==> src/rtl/lidar_dist_filter.sv <==
// LiDAR distance conditioner: rejects invalid/outlier samples, keeps a 2^LOG2_N
// moving average over a ring buffer and drives a hysteretic obstacle flag.
module lidar_dist_filter #(
  parameter int unsigned DW        = 16,
  parameter int unsigned LOG2_N    = 3,
  parameter int unsigned MAX_JUMP  = 200,
  parameter int unsigned REJ_LIMIT = 4,
  parameter int unsigned NEAR_CM   = 30,
  parameter int unsigned FAR_CM    = 40
) (
  input  logic          clk,
  input  logic          rst_n,
  input  logic [DW-1:0] din,
  input  logic          din_vld,
  output logic [DW-1:0] avg,
  output logic          avg_stb,
  output logic          avg_valid,
  output logic          too_close,
  output logic          drop
);

  localparam int unsigned N  = 1 << LOG2_N;
  localparam int unsigned SW = DW + LOG2_N;
  localparam int unsigned FW = LOG2_N + 1;
  localparam int unsigned RW = (REJ_LIMIT > 1) ? $clog2(REJ_LIMIT) : 1;

  typedef enum logic {S_FILL, S_RUN} state_e;

  state_e              state_q, state_d;
  logic [DW-1:0]       buf_q [N];
  logic [SW-1:0]       sum_q, sum_d;
  logic [LOG2_N-1:0]   wr_ptr_q, wr_ptr_d;
  logic [FW-1:0]       fill_cnt_q, fill_cnt_d;
  logic [RW-1:0]       rej_cnt_q, rej_cnt_d;
  logic [DW-1:0]       avg_q, avg_d;
  logic                avg_stb_q, avg_stb_d;
  logic                avg_valid_q, avg_valid_d;
  logic                too_close_q, too_close_d;
  logic                drop_q, drop_d;

  logic                smp_ok;
  logic [DW-1:0]       diff;
  logic                is_outlier;
  logic                rej_full;
  logic [FW-1:0]       fill_inc;
  logic                fill_done;
  logic                buf_we;
  logic [LOG2_N-1:0]   buf_wa;
  logic                upd;

  // Sample qualification and outlier test shared by next-state and datapath.
  always_comb begin
    smp_ok     = din_vld && (din != '0) && (din != '1);
    diff       = (din >= avg_q) ? (din - avg_q) : (avg_q - din);
    is_outlier = (diff > DW'(MAX_JUMP));
    rej_full   = (rej_cnt_q == RW'(REJ_LIMIT - 1));
    fill_inc   = fill_cnt_q + FW'(1);
    fill_done  = (fill_inc == FW'(N));
  end

  always_ff @(posedge clk or negedge rst_n) begin
    if (!rst_n) state_q <= S_FILL;
    else        state_q <= state_d;
  end

  always_comb begin
    state_d = state_q;
    if (smp_ok) begin
      case (state_q)
        S_FILL: if (fill_done) state_d = S_RUN;
        S_RUN:  if (is_outlier && rej_full) state_d = S_FILL;
        default: state_d = S_FILL;
      endcase
    end
  end

  always_comb begin
    sum_d       = sum_q;
    wr_ptr_d    = wr_ptr_q;
    fill_cnt_d  = fill_cnt_q;
    rej_cnt_d   = rej_cnt_q;
    avg_d       = avg_q;
    avg_stb_d   = 1'b0;
    avg_valid_d = avg_valid_q;
    too_close_d = too_close_q;
    drop_d      = 1'b0;
    buf_we      = 1'b0;
    buf_wa      = wr_ptr_q;
    upd         = 1'b0;
    if (din_vld && !smp_ok) begin
      drop_d = 1'b1;
    end else if (smp_ok) begin
      case (state_q)
        S_FILL: begin
          buf_we     = 1'b1;
          sum_d      = sum_q + SW'(din);
          wr_ptr_d   = wr_ptr_q + LOG2_N'(1);
          fill_cnt_d = fill_inc;
          if (fill_done) begin
            upd         = 1'b1;
            avg_valid_d = 1'b1;
          end
        end
        S_RUN: begin
          if (!is_outlier) begin
            buf_we    = 1'b1;
            sum_d     = sum_q + SW'(din) - SW'(buf_q[wr_ptr_q]);
            wr_ptr_d  = wr_ptr_q + LOG2_N'(1);
            rej_cnt_d = '0;
            upd       = 1'b1;
          end else if (rej_full) begin
            // Persistent jump: restart the window from this sample.
            buf_we      = 1'b1;
            buf_wa      = '0;
            sum_d       = SW'(din);
            wr_ptr_d    = LOG2_N'(1);
            fill_cnt_d  = FW'(1);
            rej_cnt_d   = '0;
            avg_valid_d = 1'b0;
          end else begin
            drop_d    = 1'b1;
            rej_cnt_d = rej_cnt_q + RW'(1);
          end
        end
        default: ;
      endcase
    end
    if (upd) begin
      avg_stb_d = 1'b1;
      avg_d     = sum_d[SW-1:LOG2_N];
      if (avg_d < DW'(NEAR_CM))     too_close_d = 1'b1;
      else if (avg_d > DW'(FAR_CM)) too_close_d = 1'b0;
    end
  end

  always_ff @(posedge clk or negedge rst_n) begin
    if (!rst_n) begin
      sum_q       <= '0;
      wr_ptr_q    <= '0;
      fill_cnt_q  <= '0;
      rej_cnt_q   <= '0;
      avg_q       <= '0;
      avg_stb_q   <= 1'b0;
      avg_valid_q <= 1'b0;
      too_close_q <= 1'b0;
      drop_q      <= 1'b0;
    end else begin
      sum_q       <= sum_d;
      wr_ptr_q    <= wr_ptr_d;
      fill_cnt_q  <= fill_cnt_d;
      rej_cnt_q   <= rej_cnt_d;
      avg_q       <= avg_d;
      avg_stb_q   <= avg_stb_d;
      avg_valid_q <= avg_valid_d;
      too_close_q <= too_close_d;
      drop_q      <= drop_d;
    end
  end

  always_ff @(posedge clk) begin
    if (buf_we) buf_q[buf_wa] <= din;
  end

  always_comb begin
    avg       = avg_q;
    avg_stb   = avg_stb_q;
    avg_valid = avg_valid_q;
    too_close = too_close_q;
    drop      = drop_q;
  end

endmodule

==> config.mk <==
export PLATFORM = sky130hd
export DESIGN_NAME = lidar_dist_filter
export DESIGN_NICKNAME = d
export VERILOG_FILES = /design/src/rtl/lidar_dist_filter.sv
export SDC_FILE = /design/constraint.sdc
export NUM_CORES = 1
export LEC_CHECK = 0
export BUFFER_PORTS_ARGS = -buffer_cell sky130_fd_sc_hd__buf_2
export CAP_MARGIN = 0
export CORE_ASPECT_RATIO = 0.7
export CORE_MARGIN = 2
export CORE_UTILIZATION = 35
export DETAILED_ROUTE_END_ITERATION = 16
export GPL_ROUTABILITY_DRIVEN = 1
export GPL_TIMING_DRIVEN = 1
export PLACE_DENSITY = 0.48
export SLEW_MARGIN = 0
export SYNTH_ARGS = -nofsm -noshare
export SYNTH_HDL_FRONTEND = slang
export SYNTH_SLANG_ARGS = --single-unit
==> constraint.sdc <==
create_clock -name clk -period 11 [get_ports clk]
set_input_delay 0 -clock clk [delete_from_list [all_inputs] [get_ports clk]]
set_output_delay 0 -clock clk [all_outputs]
set_load 0.01 [all_outputs]
==> flow_metrics.env <==
export IMPL_slew_headroom=0.2695
export IMPL_synth_most_common_cell="edfxtp_1"
export IMPL_overflow=0
export IMPL_avgSynthCellArea_um2=11.16
export IMPL_multi_input_area_um2=5399
export IMPL_synth_area_leader_cell="edfxtp_1"
export IMPL_ys_top_cells_by_count="edfxtp_1 (128), nor2_1 (76), nand2_1 (71)"
export IMPL_leakage_nw=4.730
export IMPL_cts_tree="yes"
export IMPL_drt_wl_total_mm=31.95
export IMPL_intPower_mw=2.193
export IMPL_arrival_ns=6.82
export IMPL_ant_nets=0
export IMPL_required_ns=11.37
export IMPL_postCtsSetupBuffers=0
export IMPL_clkLatencyLatePin_ns=0.46
export IMPL_status="completed"
export IMPL_grt_pass1_wl_mm=48.27
export IMPL_vias_per_cell=5.549
export IMPL_track_usage=0.2021
export IMPL_start_kind="input port"
export IMPL_vias=8018
export IMPL_critPathMaxFanout=15
export IMPL_antenna_found_initial=0
export IMPL_setup_tns_final_ns=0
export IMPL_min_period_ns=6.448
export IMPL_synth_area_um2=10840
export IMPL_swShare=0.4675
export IMPL_fin_skew_ns=0.02508
export IMPL_antennaDiodeCount=0
export IMPL_synth_edf_count=128
export IMPL_io_pins=39
export IMPL_endpoint_kind="register"
export IMPL_cts_made_buffers=17
export IMPL_num_rows=53
export IMPL_initial_core_util=0.3585
export IMPL_ys_types=84
export IMPL_fillers=2923
export IMPL_holdWs_ns=0.2436
export IMPL_gp_routability_congestion=0.8883
export IMPL_power_density_nw_per_um2=335.4
export IMPL_p_comb_frac=0.611
export IMPL_cts_sinks=177
export IMPL_die_h_um=151.2
export IMPL_port_buffer_count=38
export IMPL_finalHoldViolCount=0
export IMPL_clk_pin_slew_ns=0.09
export IMPL_fmax_mhz=155.1
export IMPL_max_cap_violations=0
export IMPL_clkPwrFrac=0.152
export IMPL_drt_iter0_drc=707
export IMPL_cts_root_buf="clkbuf_16"
export IMPL_rsz0062_at_grt="false"
export IMPL_fin_cells=1445
export IMPL_grt_pass1_vias=7459
export IMPL_finalCoreUtilization=0.4062
export IMPL_yosysSeqAreaShare=0.4677
export IMPL_core_um2=30240
export IMPL_dp_hpwl_mm=22.92
export IMPL_syn_inst=971
export IMPL_regArea_um2=5071
export IMPL_final_nets=1108
export IMPL_h_tree_depth=4
export IMPL_power_switching_mw=1.926
export IMPL_placed_cells=1395
export IMPL_clk_path_buf_depth=2
export IMPL_p_seq_frac=0.237
export IMPL_yosysWarnings=0
export IMPL_setup_violations=0
export IMPL_ys_top_cells_by_area="edfxtp_1 (35%), dfrtp_1 (11%), ha_1 (7.5%), mux4_2 (6.6%), a21oi_1 (3.0%)"
export IMPL_drive_gt1_frac=0.1539
export IMPL_ys_flop_type="edfxtp_1"
export IMPL_wl_per_cell_um=22.11
export IMPL_synth_fp_nets=1059
export IMPL_final_max_slew_viol_count=0
export IMPL_netlist_area_leader_share=0.3546
export IMPL_grt_max_degree=50
export IMPL_hp_class="in -> async"
export IMPL_drc_errors=0
export IMPL_worstSetupPathType="in -> reg"
export IMPL_die_x_um=214.4
export IMPL_tightest_slew_ns=1.095
export IMPL_synthArstFlopShare=0.2768
export IMPL_period_share=0.5862
export IMPL_dr_pass1_iters=5
export IMPL_vdd_drop_max_v=0.0001791
export IMPL_die_area_um2=32420
export IMPL_area_growth_pct=13.30
export IMPL_yosys_register_bits=177
==> stage by stage <==
| stage | instance area [µm²] | power, mW | setup slack (ns) |
|---|---|---|---|
| after floorplan | 10840 | 2.817 | 5.695 |
| after global placement | 11510 | 3.470 | 4.920 |
| after detailed placement | 11510 | 3.462 | 4.923 |
| after CTS | 12280 | 4.112 | 4.858 |
| after global routing | 12280 | 4.440 | 4.295 |
| final | 12280 | 4.119 | 4.552 |
==> registers in the layout, summed over array words and instances, names as in the netlist <==
name	cells
drop	1
rej_cnt_q	2
avg_valid	1
avg_stb	1
sum_q	19
wr_ptr_q	3
avg	16
state_q	1
buf_q	128
fill_cnt_q	4
too_close	1
==> final cells by class <==
type,count,area share
Tap cell,412,0.04197
Multi-Input combinational cell,695,0.4396
Sequential cell,177,0.4129
Clock inverter,14,0.01355
Inverter,58,0.01773
Clock buffer,18,0.03494
Timing Repair Buffer,71,0.03932
==> cell usage in the layout (no fill, tap or decap), types with 11 or more instances in the layout <==
master         synthesis  final
buf_4                  2     15
dfrtp_1               49     48
nand4_1               16     16
edfxtp_1             128    128
dlygate4sd3_1          0     18
inv_1                 57     57
mux4_2                32     32
nor2_1                76     72
o31ai_1               12     12
clkbuf_16              0     17
buf_2                 12     38
mux2i_1               28     28
xnor2_1               24     24
a21o_1                12     12
a211oi_1              11     11
nand2_1               71     71
o21a_1                14     14
xor2_1                17     17
nor3_1                26     22
o21ai_0               50     50
ha_1                  65     65
a31oi_1               12     12
nand2b_1              11     11
a21oi_1               65     65
==> worst max-delay path: stages <==
cell and delay [ns]:
dlygate4sd3_1 0.52, buf_2 0.33, inv_1 0.19, fa_1 0.48
nor2b_1 0.21, o2111ai_1 0.21, a31oi_1 0.54, xor2_1 0.27
ha_1 0.32, a21o_1 0.21, a21oi_1 0.24, o21ai_0 0.20
a211oi_1 0.41, o31ai_1 0.15, maj3_1 0.41, xnor2_1 0.32
nand4_1 0.17, a311oi_1 0.52, nand2b_1 0.21, o2111ai_1 0.17
or4_1 0.58, o21ai_1 0.15
==> per-layer routing <==
layer / GRT usage / share of wire / vias to the layer above
li1: - / - / 3787
met5: 0 / 0 / -
met4: 0.03403 / 0.0046 / 0
met1: 0.3215 / 0.53 / 3968
met2: 0.2724 / 0.39 / 249
met3: 0.05241 / 0.074 / 14
==> power by group through the flow <==
stage | combinational, mW | sequential, mW | clock, mW
global route | 2.78 | 0.996 | 0.666
CTS | 2.49 | 0.978 | 0.642
finish | 2.52 | 0.977 | 0.624
global placement | 2.48 | 0.989 | 0
detailed placement | 2.47 | 0.991 | 0
floorplan | 1.86 | 0.953 | 0
==> timing repair <==
action,CTS,global route
hold endpoints to repair,178,0
gates resized for setup,0,0
hold buffers,18,0
endpoints found under the setup margin,0,0
==> worst paths after layout <==
path	start	endpoint	slack (ns)	depth (start not counted)
max	din[1]	too_close	4.55	22
min in group clk	din_vld	drop	0.37	3
min reg2reg	sum_q[0]	sum_q[0]	0.48	1
max in group asynchronous	rst_n	wr_ptr_q[0]	10.19	3
min	rst_n	sum_q[9]	0.24	3
max reg2reg	sum_q[0]	too_close	4.63	21
==> cells by family after synthesis <==
logic type	share of synthesized area
XOR/XNOR	0.03313
flip-flops	0.4677
AND/OR/NAND/NOR	0.1199
multiplexers	0.1017
buffers and inverters	0.03705
adder cells (fa/ha/maj)	0.08333
AO/OA/AOI/OAI	0.1572
Power figures use the tool's default switching activity.
